**src/rtl/mips_control_fsm_if.sv**
```systemverilog
// ----------------------------------------------------------------------------
// mips_control_fsm_if
// Purpose : bundles the datapath-facing signals of the multi-cycle MIPS
//           control unit so the controller and its environment share one
//           connection.
// Signals :
//   opcode[5:0]   instruction bits [31:26] from the instruction register
//   zero          ALU zero flag
//   mem_ready     memory completion strobe
//   mem_req       memory access request
//   mem_write     1 = write, 0 = read (qualifies mem_req)
//   ir_write      load instruction register
//   pc_write      update PC
//   reg_dst       write-register select (0 = rt, 1 = rd)
//   alu_src       ALU B select (0 = register, 1 = sign-extended immediate)
//   mem_to_reg    write-data select (0 = ALU result, 1 = memory data)
//   pc_src        PC select (0 = PC+4, 1 = branch target)
//   jump          PC select override to jump target
//   reg_write     register file write enable
//   alu_op[1:0]   00 add, 01 sub, 10 decode funct
//   illegal       one-cycle pulse on unsupported opcode
//   state[3:0]    current state encoding (debug)
//   retired[15:0] count of completed instructions
// Modports: master = datapath/environment side, slave = controller side.
// ----------------------------------------------------------------------------
interface mips_control_fsm_if;
    logic [5:0]  opcode;
    logic        zero;
    logic        mem_ready;
    logic        mem_req;
    logic        mem_write;
    logic        ir_write;
    logic        pc_write;
    logic        reg_dst;
    logic        alu_src;
    logic        mem_to_reg;
    logic        pc_src;
    logic        jump;
    logic        reg_write;
    logic [1:0]  alu_op;
    logic        illegal;
    logic [3:0]  state;
    logic [15:0] retired;

    modport master (
        output opcode, zero, mem_ready,
        input  mem_req, mem_write, ir_write, pc_write, reg_dst, alu_src,
               mem_to_reg, pc_src, jump, reg_write, alu_op, illegal,
               state, retired
    );

    modport slave (
        input  opcode, zero, mem_ready,
        output mem_req, mem_write, ir_write, pc_write, reg_dst, alu_src,
               mem_to_reg, pc_src, jump, reg_write, alu_op, illegal,
               state, retired
    );
endinterface

```
**src/rtl/mips_control_fsm.sv**
```systemverilog
// ----------------------------------------------------------------------------
// mips_control_fsm
// Purpose : multi-cycle MIPS control unit (R-type, lw, sw, beq, j, addi).
//           Sequences fetch/decode/execute/memory/writeback states, drives
//           the datapath selects and strobes, flags unsupported opcodes and
//           counts retired instructions.
// Ports   :
//   clock  in   sole clock, rising edge
//   reset  in   synchronous, active-low
//   bus    slave modport of mips_control_fsm_if (see that file for signals)
// ----------------------------------------------------------------------------
module mips_control_fsm (
    input  logic              clock,
    input  logic              reset,
    mips_control_fsm_if.slave bus
);

    typedef enum logic [3:0] {
        S_FETCH     = 4'd0,
        S_DECODE    = 4'd1,
        S_MEM_ADDR  = 4'd2,
        S_MEM_READ  = 4'd3,
        S_MEM_WB    = 4'd4,
        S_MEM_WRITE = 4'd5,
        S_R_EXEC    = 4'd6,
        S_R_WB      = 4'd7,
        S_BRANCH    = 4'd8,
        S_JUMP      = 4'd9,
        S_ADDI_EXEC = 4'd10,
        S_ADDI_WB   = 4'd11
    } state_t;

    localparam logic [5:0] OP_RTYPE = 6'b000000;
    localparam logic [5:0] OP_LW    = 6'b100011;
    localparam logic [5:0] OP_SW    = 6'b101011;
    localparam logic [5:0] OP_BEQ   = 6'b000100;
    localparam logic [5:0] OP_J     = 6'b000010;
    localparam logic [5:0] OP_ADDI  = 6'b001000;

    state_t      r_state;
    state_t      w_state_next;
    logic [5:0]  r_opcode;
    logic [5:0]  w_opcode_next;
    logic [15:0] r_retired;
    logic [15:0] w_retired_next;
    logic        w_retire;

    logic        w_mem_req;
    logic        w_mem_write;
    logic        w_ir_write;
    logic        w_pc_write;
    logic        w_reg_dst;
    logic        w_alu_src;
    logic        w_mem_to_reg;
    logic        w_pc_src;
    logic        w_jump;
    logic        w_reg_write;
    logic [1:0]  w_alu_op;
    logic        w_illegal;

    // State register, latched opcode and retire counter.
    always_ff @(posedge clock) begin
        if (!reset) begin
            r_state   <= S_FETCH;
            r_opcode  <= 6'b000000;
            r_retired <= 16'd0;
        end else begin
            r_state   <= w_state_next;
            r_opcode  <= w_opcode_next;
            r_retired <= w_retired_next;
        end
    end

    // Next-state and output decode.
    always_comb begin
        w_state_next  = S_FETCH;
        w_opcode_next = r_opcode;
        w_retire      = 1'b0;
        w_mem_req     = 1'b0;
        w_mem_write   = 1'b0;
        w_ir_write    = 1'b0;
        w_pc_write    = 1'b0;
        w_reg_dst     = 1'b0;
        w_alu_src     = 1'b0;
        w_mem_to_reg  = 1'b0;
        w_pc_src      = 1'b0;
        w_jump        = 1'b0;
        w_reg_write   = 1'b0;
        w_alu_op      = 2'b00;
        w_illegal     = 1'b0;

        case (r_state)
            S_FETCH: begin
                w_mem_req = 1'b1;
                if (bus.mem_ready) begin
                    w_ir_write   = 1'b1;
                    w_pc_write   = 1'b1;
                    w_state_next = S_DECODE;
                end else begin
                    w_state_next = S_FETCH;
                end
            end
            S_DECODE: begin
                // Later states work from this copy so a changing
                // instruction register cannot redirect them.
                w_opcode_next = bus.opcode;
                case (bus.opcode)
                    OP_RTYPE:     w_state_next = S_R_EXEC;
                    OP_LW, OP_SW: w_state_next = S_MEM_ADDR;
                    OP_BEQ:       w_state_next = S_BRANCH;
                    OP_J:         w_state_next = S_JUMP;
                    OP_ADDI:      w_state_next = S_ADDI_EXEC;
                    default: begin
                        w_illegal    = 1'b1;
                        w_state_next = S_FETCH;
                    end
                endcase
            end
            S_MEM_ADDR: begin
                w_alu_src    = 1'b1;
                w_state_next = (r_opcode == OP_LW) ? S_MEM_READ : S_MEM_WRITE;
            end
            S_MEM_READ: begin
                w_mem_req    = 1'b1;
                w_state_next = bus.mem_ready ? S_MEM_WB : S_MEM_READ;
            end
            S_MEM_WB: begin
                w_reg_write  = 1'b1;
                w_mem_to_reg = 1'b1;
                w_retire     = 1'b1;
                w_state_next = S_FETCH;
            end
            S_MEM_WRITE: begin
                w_mem_req   = 1'b1;
                w_mem_write = 1'b1;
                if (bus.mem_ready) begin
                    w_retire     = 1'b1;
                    w_state_next = S_FETCH;
                end else begin
                    w_state_next = S_MEM_WRITE;
                end
            end
            S_R_EXEC: begin
                w_alu_op     = 2'b10;
                w_state_next = S_R_WB;
            end
            S_R_WB: begin
                w_reg_write  = 1'b1;
                w_reg_dst    = 1'b1;
                w_retire     = 1'b1;
                w_state_next = S_FETCH;
            end
            S_BRANCH: begin
                w_alu_op     = 2'b01;
                w_pc_src     = 1'b1;
                w_pc_write   = bus.zero;   // taken only when operands match
                w_retire     = 1'b1;
                w_state_next = S_FETCH;
            end
            S_JUMP: begin
                w_jump       = 1'b1;
                w_pc_write   = 1'b1;
                w_retire     = 1'b1;
                w_state_next = S_FETCH;
            end
            S_ADDI_EXEC: begin
                w_alu_src    = 1'b1;
                w_state_next = S_ADDI_WB;
            end
            S_ADDI_WB: begin
                w_reg_write  = 1'b1;
                w_retire     = 1'b1;
                w_state_next = S_FETCH;
            end
            default: begin
                // Unused encodings: all strobes stay low, recover to fetch.
                w_state_next = S_FETCH;
            end
        endcase

        // While reset is held the unit presents a quiet fetch request,
        // whatever state it is leaving, so no stray strobe reaches the
        // datapath before the reset edge lands.
        if (!reset) begin
            w_mem_req    = 1'b1;
            w_mem_write  = 1'b0;
            w_ir_write   = 1'b0;
            w_pc_write   = 1'b0;
            w_reg_dst    = 1'b0;
            w_alu_src    = 1'b0;
            w_mem_to_reg = 1'b0;
            w_pc_src     = 1'b0;
            w_jump       = 1'b0;
            w_reg_write  = 1'b0;
            w_alu_op     = 2'b00;
            w_illegal    = 1'b0;
        end

        w_retired_next = w_retire ? (r_retired + 16'd1) : r_retired;
    end

    assign bus.mem_req    = w_mem_req;
    assign bus.mem_write  = w_mem_write;
    assign bus.ir_write   = w_ir_write;
    assign bus.pc_write   = w_pc_write;
    assign bus.reg_dst    = w_reg_dst;
    assign bus.alu_src    = w_alu_src;
    assign bus.mem_to_reg = w_mem_to_reg;
    assign bus.pc_src     = w_pc_src;
    assign bus.jump       = w_jump;
    assign bus.reg_write  = w_reg_write;
    assign bus.alu_op     = w_alu_op;
    assign bus.illegal    = w_illegal;
    assign bus.state      = r_state;
    assign bus.retired    = r_retired;

endmodule

```
**src/flat_wrapper.sv**
```systemverilog
// flat-port wrapper written by rule: the top's interface ports become plain ports
module mips_control_fsm_flat 
  (clock, reset, bus_opcode, bus_zero, bus_mem_ready, bus_mem_req, bus_mem_write, bus_ir_write, bus_pc_write, bus_reg_dst, bus_alu_src, bus_mem_to_reg, bus_pc_src, bus_jump, bus_reg_write, bus_alu_op, bus_illegal, bus_state, bus_retired);
  mips_control_fsm_if bus_i ();
  input  logic clock;
  input  logic reset;
  input wire logic [$bits(bus_i.opcode)-1:0] bus_opcode;
  input wire logic [$bits(bus_i.zero)-1:0] bus_zero;
  input wire logic [$bits(bus_i.mem_ready)-1:0] bus_mem_ready;
  output wire logic [$bits(bus_i.mem_req)-1:0] bus_mem_req;
  output wire logic [$bits(bus_i.mem_write)-1:0] bus_mem_write;
  output wire logic [$bits(bus_i.ir_write)-1:0] bus_ir_write;
  output wire logic [$bits(bus_i.pc_write)-1:0] bus_pc_write;
  output wire logic [$bits(bus_i.reg_dst)-1:0] bus_reg_dst;
  output wire logic [$bits(bus_i.alu_src)-1:0] bus_alu_src;
  output wire logic [$bits(bus_i.mem_to_reg)-1:0] bus_mem_to_reg;
  output wire logic [$bits(bus_i.pc_src)-1:0] bus_pc_src;
  output wire logic [$bits(bus_i.jump)-1:0] bus_jump;
  output wire logic [$bits(bus_i.reg_write)-1:0] bus_reg_write;
  output wire logic [$bits(bus_i.alu_op)-1:0] bus_alu_op;
  output wire logic [$bits(bus_i.illegal)-1:0] bus_illegal;
  output wire logic [$bits(bus_i.state)-1:0] bus_state;
  output wire logic [$bits(bus_i.retired)-1:0] bus_retired;
  assign bus_i.opcode = bus_opcode;
  assign bus_i.zero = bus_zero;
  assign bus_i.mem_ready = bus_mem_ready;
  assign bus_mem_req = bus_i.mem_req;
  assign bus_mem_write = bus_i.mem_write;
  assign bus_ir_write = bus_i.ir_write;
  assign bus_pc_write = bus_i.pc_write;
  assign bus_reg_dst = bus_i.reg_dst;
  assign bus_alu_src = bus_i.alu_src;
  assign bus_mem_to_reg = bus_i.mem_to_reg;
  assign bus_pc_src = bus_i.pc_src;
  assign bus_jump = bus_i.jump;
  assign bus_reg_write = bus_i.reg_write;
  assign bus_alu_op = bus_i.alu_op;
  assign bus_illegal = bus_i.illegal;
  assign bus_state = bus_i.state;
  assign bus_retired = bus_i.retired;
  mips_control_fsm u_core (.clock(clock), .reset(reset), .bus(bus_i));
endmodule
```
**config.mk**
```make
export PLATFORM = sky130hd
export DESIGN_NAME = mips_control_fsm_flat
export DESIGN_NICKNAME = d
export VERILOG_FILES = /design/src/rtl/mips_control_fsm_if.sv /design/src/rtl/mips_control_fsm.sv /design/src/flat_wrapper.sv
export SDC_FILE = /design/constraint.sdc
export NUM_CORES = 1
export LEC_CHECK = 0
export ABC_AREA = 1
export CORE_UTILIZATION = 27
export CTS_BUF_LIST = sky130_fd_sc_hd__clkbuf_4
export CTS_CLUSTER_DIAMETER = 80
export CTS_CLUSTER_SIZE = 10
export DETAILED_ROUTE_END_ITERATION = 10
export GPL_TIMING_DRIVEN = 0
export SYNTH_ARGS = -nofsm -noshare
export SYNTH_HDL_FRONTEND = slang
export SYNTH_SLANG_ARGS = --single-unit
```
**constraint.sdc**
```tcl
create_clock -name clock -period 1.7 [get_ports clock]
set_input_delay 0.34 -clock clock [delete_from_list [all_inputs] [get_ports clock]]
set_output_delay 0.34 -clock clock [all_outputs]
set_load 0.05 [all_outputs]
```
==> impl_metrics.tcl, run 1 <==
set metrics [dict create \
    worstPathCellList "nor2_4 -> nand3_2 -> nor3_4 -> o21bai_4 -> buf_6" \
    worst_slack_ps -108 \
    yosysWarnings 0 \
    grt_pass1_vias 1694 \
    tns_ps -671 \
    crit_path_max_incr_delay_ps 410 \
    via_per_inst 4.80 \
    cap_violations 0 \
    syn_nets 278 \
    yosysSeqAreaShare_pct 30.3 \
    r2r-start "u_core.bus.retired[0]$_SDFFE_PN0P_" \
    ys_ff_latch 26 \
    clock_sinks 26 \
    final_common_cell "nand2_1" \
    p_leak_nw 1.07 \
    syn-cell-area_sq_um 1720 \
    crit_family "simple AND/OR/NAND/NOR gates" \
    cpMaxStageDelayCell "dfxtp_4" \
    r2r_end "u_core.bus.retired[8]$_SDFFE_PN0P_" \
    status "finished, violations left" \
    start_kind "flop" \
    start_util_pct 28.5 \
    syn_inst 267 \
    die_h_um 81.8 \
    wl_per_cell_um 12.6 \
    hold_path.class "primary input to flop" \
    irDropWorstVdd_mv 0.242 \
    min_to "u_core.r_opcode[1]$_SDFFE_PN0P_" \
    grt_max_degree 16 \
    cts_tree "yes" \
    die_x_um 81.8 \
    clock_skew_ps 4.00 \
    fin_crit_ps 1810 \
    synth_top_flop_cell "dfxtp_1" \
    overflow 0 \
    post_dp_cell_area_sq_um 2370 \
    avgSynthCellArea_sq_um 6.44 \
    globalplace.congestion 0.818 \
    rsz0062_at_grt "true" \
    drive_gt1_share_pct 38.1 \
    cp_max_fo 5 \
    path_clk_slew_ps 150 \
    hold_depth 3 \
    cp.required_ps 1360 \
    fin_hold_ws_ps 304 \
    hold_violations 0 \
    crit_buf_inv 1 \
    layout_common_cells "nand2_1, nor2_1, nand3_1, dfxtp_1, inv_1" \
    core-area_sq_um 6030 \
    setup_violations 10 \
    h-tree-depth 1 \
    grtUsageTotal_pct 15.3 \
    slew_violations 0 \
    drt-initial-drc-count 104 \
    place_inst 384 \
    ios 43 \
    grt_antenna_before_repair 0 \
    synth_cell_type_count 30 \
    ys_async_sr_fraction_pct 0 \
    dp.final_hpwl_mm 3.59 \
    r2r_cells 7 \
    fin_area_sq_um 2650 \
    firstDrtPassIters 4 \
    slew-limit-headroom_pct 58.8 \
    worstHoldStart "bus_opcode[1]" \
    critPathKind "flop to output port" \
    r2r_setup_slack_ps 130 \
    arrival_ps 1470 \
    ant_nets 0 \
    violations "setup timing" \
    fill_cells 651 \
    worst_pin_slew_ps 617 \
    cts_buffers 3 \
    clkLatencyLatePin_ps 330 \
    synth_edf_count 0 \
    cts.path.max_buffers 2 \
    vias 1934 \
    grt_first_pass_wirelength_mm 7.86 \
    cts_root_buffer "clkbuf_4" \
    dieArea_sq_um 6690 \
    rows 28 \
    critPathCaptureType "output port" \
    fmax_mhz 553 \
    final_cells 403 \
    wl_mm 5.09 \
    fin_crit_sh_pct 106 \
    drc 0 \
    n_antenna_cell 0 \
    post-place-ws_ps -1160 \
    syn2layout_area_growth_pct 53.9 \
    cts_hold_buf 0 \
    final_nets 340 \
    p_per_area_nw_per_um2 480 \
    io_buffers 42 \
]
-- registers in the layout, summed over array words and instances, names as in the netlist --
| name | count |
|---|---|
| u_core.r_opcode | 6 |
| u_core.bus.state | 4 |
| u_core.bus.retired | 16 |
-- layout make-up --
| type | count | area (sq um) | area share [%] |
|---|---|---|---|
| Sequential cell | 26 | 538 | 20.3 |
| Buffer | 5 | 50.0 | 1.89 |
| Inverter | 29 | 129 | 4.87 |
| Multi-Input combinational cell | 205 | 1260 | 47.7 |
| Tap cell | 75 | 93.8 | 3.55 |
| Clock buffer | 3 | 22.5 | 0.851 |
| Clock inverter | 1 | 30.0 | 1.14 |
| Timing Repair Buffer | 59 | 520 | 19.7 |
-- timing repair --
| action | CTS | global route |
|---|---|---|
| buffers inserted | 3 | 14 |
| pin swaps | 4 | 17 |
| gates resized for setup | 140 | 53 |
| setup endpoints to repair | 33 | 27 |
-- report_power, final --
part	leakage (nW)	total [mW]	switching, mW	internal [mW]
combinational	0.829	0.199	0.123	0.0758
clock	0.0279	0.441	0.202	0.238
sequential	0.215	0.629	0.0111	0.618
total	1.07	1.27	0.337	0.932
-- cells by family (layout without fill, tap and decap cells) --
kind of cell | after synthesis | after routing | synth area share, %
buffers and inverters | 36 | 97 | 9.32
AND/OR/NAND/NOR | 163 | 163 | 43.5
flip-flops | 26 | 26 | 30.3
AO/OA/AOI/OAI | 37 | 37 | 14.1
XOR/XNOR | 4 | 4 | 2.04
adder cells (fa/ha/maj) | 1 | 1 | 0.728
-- cell usage after synthesis, types with 3 or more instances --
| library cell | n | share of area [%] |
|---|---|---|
| a21oi_1 | 12 | 3.5 |
| a21oi_2 | 10 | 5.1 |
| dfxtp_1 | 26 | 30 |
| inv_1 | 25 | 5.5 |
| inv_2 | 3 | 0.65 |
| nand2_1 | 56 | 12 |
| nand2_2 | 12 | 4.4 |
| nand3_1 | 27 | 7.9 |
| nand4_1 | 7 | 2.5 |
| nor2_1 | 46 | 10 |
| nor3_1 | 9 | 2.6 |
| o21ai_0 | 10 | 2.9 |
-- worst reg2reg max path: cells and delay by family, from the launching register on --
family                     cells  cell delay (ps)
buffers and inverters          1               70
and+or+nand+nor                3              470
adders and majority gates      1              300
xor gates and xnor gates       1              180
DFF                            1              410
AOI/OAI and AO/OA              1              100
-- how the worst max path moves through the flow --
stage / startpoint / endpoint / slack (ps) / cells past startpoint
2_1_floorplan: u_core.bus.state[3]$_SDFF_PN0_ / bus_pc_write / -80 / 4
4_1_cts: u_core.bus.state[1]$_SDFF_PN0_ / bus_illegal / -230 / 7
3_5_place_dp: reset / bus_alu_op[1] / -1160 / 5
5_1_grt: u_core.bus.state[2]$_SDFF_PN0_ / bus_alu_op[0] / -190 / 6
6_report: u_core.bus.state[2]$_SDFF_PN0_ / bus_pc_write / -110 / 5
3_3_place_gp: reset / bus_pc_write / -1160 / 5
-- layer usage --
| layer | GRT usage (%) | wire length, um |
|---|---|---|
| met4 | 4.74 | 54 |
| met3 | 1.56 | 206 |
| met1 | 21.2 | 2400 |
| met5 | 0 | 0 |
| met2 | 24.9 | 2430 |
-- metrics by stage --
step,power [mW],util [%]
2_1_floorplan,0.747,-
5_1_grt,1.32,43.9
6_report,1.27,43.9
3_5_place_dp,0.809,39.4
4_1_cts,1.26,41.4
3_3_place_gp,0.807,39.4
Note: power is estimated with default switching activity, not from simulation.
==> run 2, diff against run 1 <==
--- a/config.mk
+++ b/config.mk
@@ -12,6 +12,7 @@
 export CTS_CLUSTER_SIZE = 10
 export DETAILED_ROUTE_END_ITERATION = 10
 export GPL_TIMING_DRIVEN = 0
+export PLACE_DENSITY = 0.55
 export SYNTH_ARGS = -nofsm -noshare
 export SYNTH_HDL_FRONTEND = slang
 export SYNTH_SLANG_ARGS = --single-unit
==> run 2 against run 1 <==
  * The flow still finishes with violations (setup timing)
  * Sequential cell count is the same
  * Via count shrank 2.0%
  * Sequential share of layout area is 0.096 points lower
  * Clock power decreased by 2%
  * Utilization increased by 0.21 points
  * Worst setup slack about the same
  * Sequential power hardly changed
  * Largest cell class unchanged
==> impl_metrics.tcl, run 2 (synthesis gave the netlist of run 1 again) <==
set metrics [dict create \
    status "finished, violations left" \
    violations "setup timing" \
    io_buffers 42 \
    via_per_inst 4.69 \
    core-area_sq_um 6030 \
    arrival_ps 1470 \
    clock_sinks 26 \
    h-tree-depth 1 \
    start_util_pct 28.5 \
    fill_cells 625 \
    fmax_mhz 553 \
    grtUsageTotal_pct 16.0 \
    power_frac_clock_pct 34.3 \
    vias 1895 \
    fin_crit_sh_pct 106 \
    post_dp_cell_area_sq_um 2370 \
    p_leak_nw 1.14 \
    slew-limit-headroom_pct 56.7 \
    rows 28 \
    critPathCaptureType "output port" \
    r2r_setup_slack_ps 110 \
    final_common_cell "nand2_1" \
    fin_crit_ps 1810 \
    worst_slack_ps -108 \
    die_x_um 81.8 \
    comb_power_share_pct 16.0 \
    post-place-ws_ps -1180 \
    worstHoldStart "bus_opcode[1]" \
    grt_pass1_vias 1713 \
    final_nets 341 \
    ios 43 \
    dp.final_hpwl_mm 3.64 \
    r2r-start "u_core.bus.state[2]$_SDFF_PN0_" \
    clock_skew_ps 11.0 \
    path_clk_slew_ps 150 \
    overflow 0 \
    intPower_mw 0.935 \
    place_inst 384 \
    slew_violations 0 \
    wl_per_cell_um 12.6 \
    fin_area_sq_um 2660 \
    dieArea_sq_um 6690 \
    wl_mm 5.10 \
    start_kind "flop" \
    rsz0062_at_grt "true" \
    regArea_sq_um 538 \
    p_sw_share_pct 26.1 \
    p_per_area_nw_per_um2 476 \
    firstDrtPassIters 4 \
    cts.path.max_buffers 2 \
    largest_reg_flops 16 \
    cap_violations 0 \
    grt_antenna_before_repair 0 \
    drt-initial-drc-count 108 \
    globalplace.congestion 0.805 \
    cp_max_fo 4 \
    met3_usage_pct 2.33 \
    grt_use_met2_pct 26.5 \
    cp.required_ps 1360 \
    hold_path.class "primary input to flop" \
    n_antenna_cell 0 \
    cts_root_buffer "clkbuf_4" \
    hold_depth 3 \
    grt_use_met1_pct 21.9 \
    drive_gt1_share_pct 38.0 \
    grt_max_degree 16 \
    drc 0 \
    seq_power_share_pct 49.7 \
    grt_first_pass_wirelength_mm 8.21 \
    critPathKind "flop to output port" \
    final_util_pct 44.1 \
    ant_nets 0 \
    irDropWorstVdd_mv 0.356 \
    layout_common_cells "nand2_1, nor2_1, nand3_1, inv_1, dfxtp_1" \
    cts_buffers 3 \
    final_cells 404 \
    grt_busiest_layer "met2" \
    die_h_um 81.8 \
    p_sw_mw 0.330 \
    r2r_cells 10 \
    syn2layout_area_growth_pct 54.6 \
    clkLatencyLatePin_ps 330 \
    multiInputGateArea_sq_um 1260 \
    hold_violations 0 \
    worst_pin_slew_ps 649 \
    r2r_end "u_core.bus.retired[11]$_SDFFE_PN0P_" \
    setup_violations 8 \
    totalPowerFinal_mw 1.26 \
    min_to "u_core.r_opcode[1]$_SDFFE_PN0P_" \
    cts_tree "yes" \
]
## run 2: changes by cell type in the layout (fill, tap and decap cells not counted), sizes merged
| cell | before | now |
|---|---|---|
| buf | 33 | 34 |
| dlymetal6s2s | 4 | 5 |
| dlygate4sd2 | 10 | 9 |
## run 2: timing repair
item / in CTS / in global routing
pin swaps: 4 / 11
setup buffers: 6 / 12
gates resized for setup: 141 / 53
endpoints found under the hold margin: 0 / 0
endpoints found under the setup margin: 33 / 25
hold buffers: 0 / 0
## run 2: area by class of cell
cell class / instances / area share (%)
multi-input cells: 205 / 47.4
clock buffers: 3 / 0.847
well taps: 75 / 3.53
clock inverters: 1 / 1.13
flip-flops and latches: 26 / 20.2
plain buffers: 5 / 1.88
inverters: 29 / 4.94
repair buffers: 60 / 20.0
## run 2: power groups by stage
stage	Combinational [mW]	Clock (mW)	Sequential [mW]
floorplan	0.102	0	0.645
global placement	0.168	0	0.640
detailed placement	0.169	0	0.639
CTS	0.182	0.450	0.628
global route	0.218	0.479	0.631
finish	0.202	0.434	0.628
## run 2: per-stage QoR
| stage | setup TNS (ps) | hold slack (ps) |
|---|---|---|
| after global routing | -1290 | 280 |
| after global placement | -13940 | 450 |
| after floorplan | -204 | 430 |
| after CTS | -575 | 448 |
| final | -459 | 285 |
| after detailed placement | -14300 | 451 |
## run 2: metal layers
metal	wire, um	up-vias	share of wire, %
met5	0	-	0
met4	43	0	0.84
met3	195	2	3.8
met2	2470	39	48
met1	2390	855	47
li1	-	999	-
## run 2: how the worst max path moves through the flow
| stage | end | depth (start not counted) | start |
|---|---|---|---|
| 2_1_floorplan | bus_pc_write | 4 | u_core.bus.state[3]$_SDFF_PN0_ |
| 3_3_place_gp | bus_alu_op[1] | 5 | reset |
| 3_5_place_dp | bus_alu_op[1] | 5 | reset |
| 4_1_cts | bus_illegal | 7 | u_core.bus.state[1]$_SDFF_PN0_ |
| 5_1_grt | bus_illegal | 6 | u_core.bus.state[2]$_SDFF_PN0_ |
| 6_report | bus_illegal | 6 | u_core.bus.state[2]$_SDFF_PN0_ |
## run 2: critical path, stage by stage, from the launching register on
cell     delay (ps)
dfxtp_4         400
nor2_4          120
inv_2            70
nor2_4          140
nand2_2          80
nor3_4          160
buf_6           180
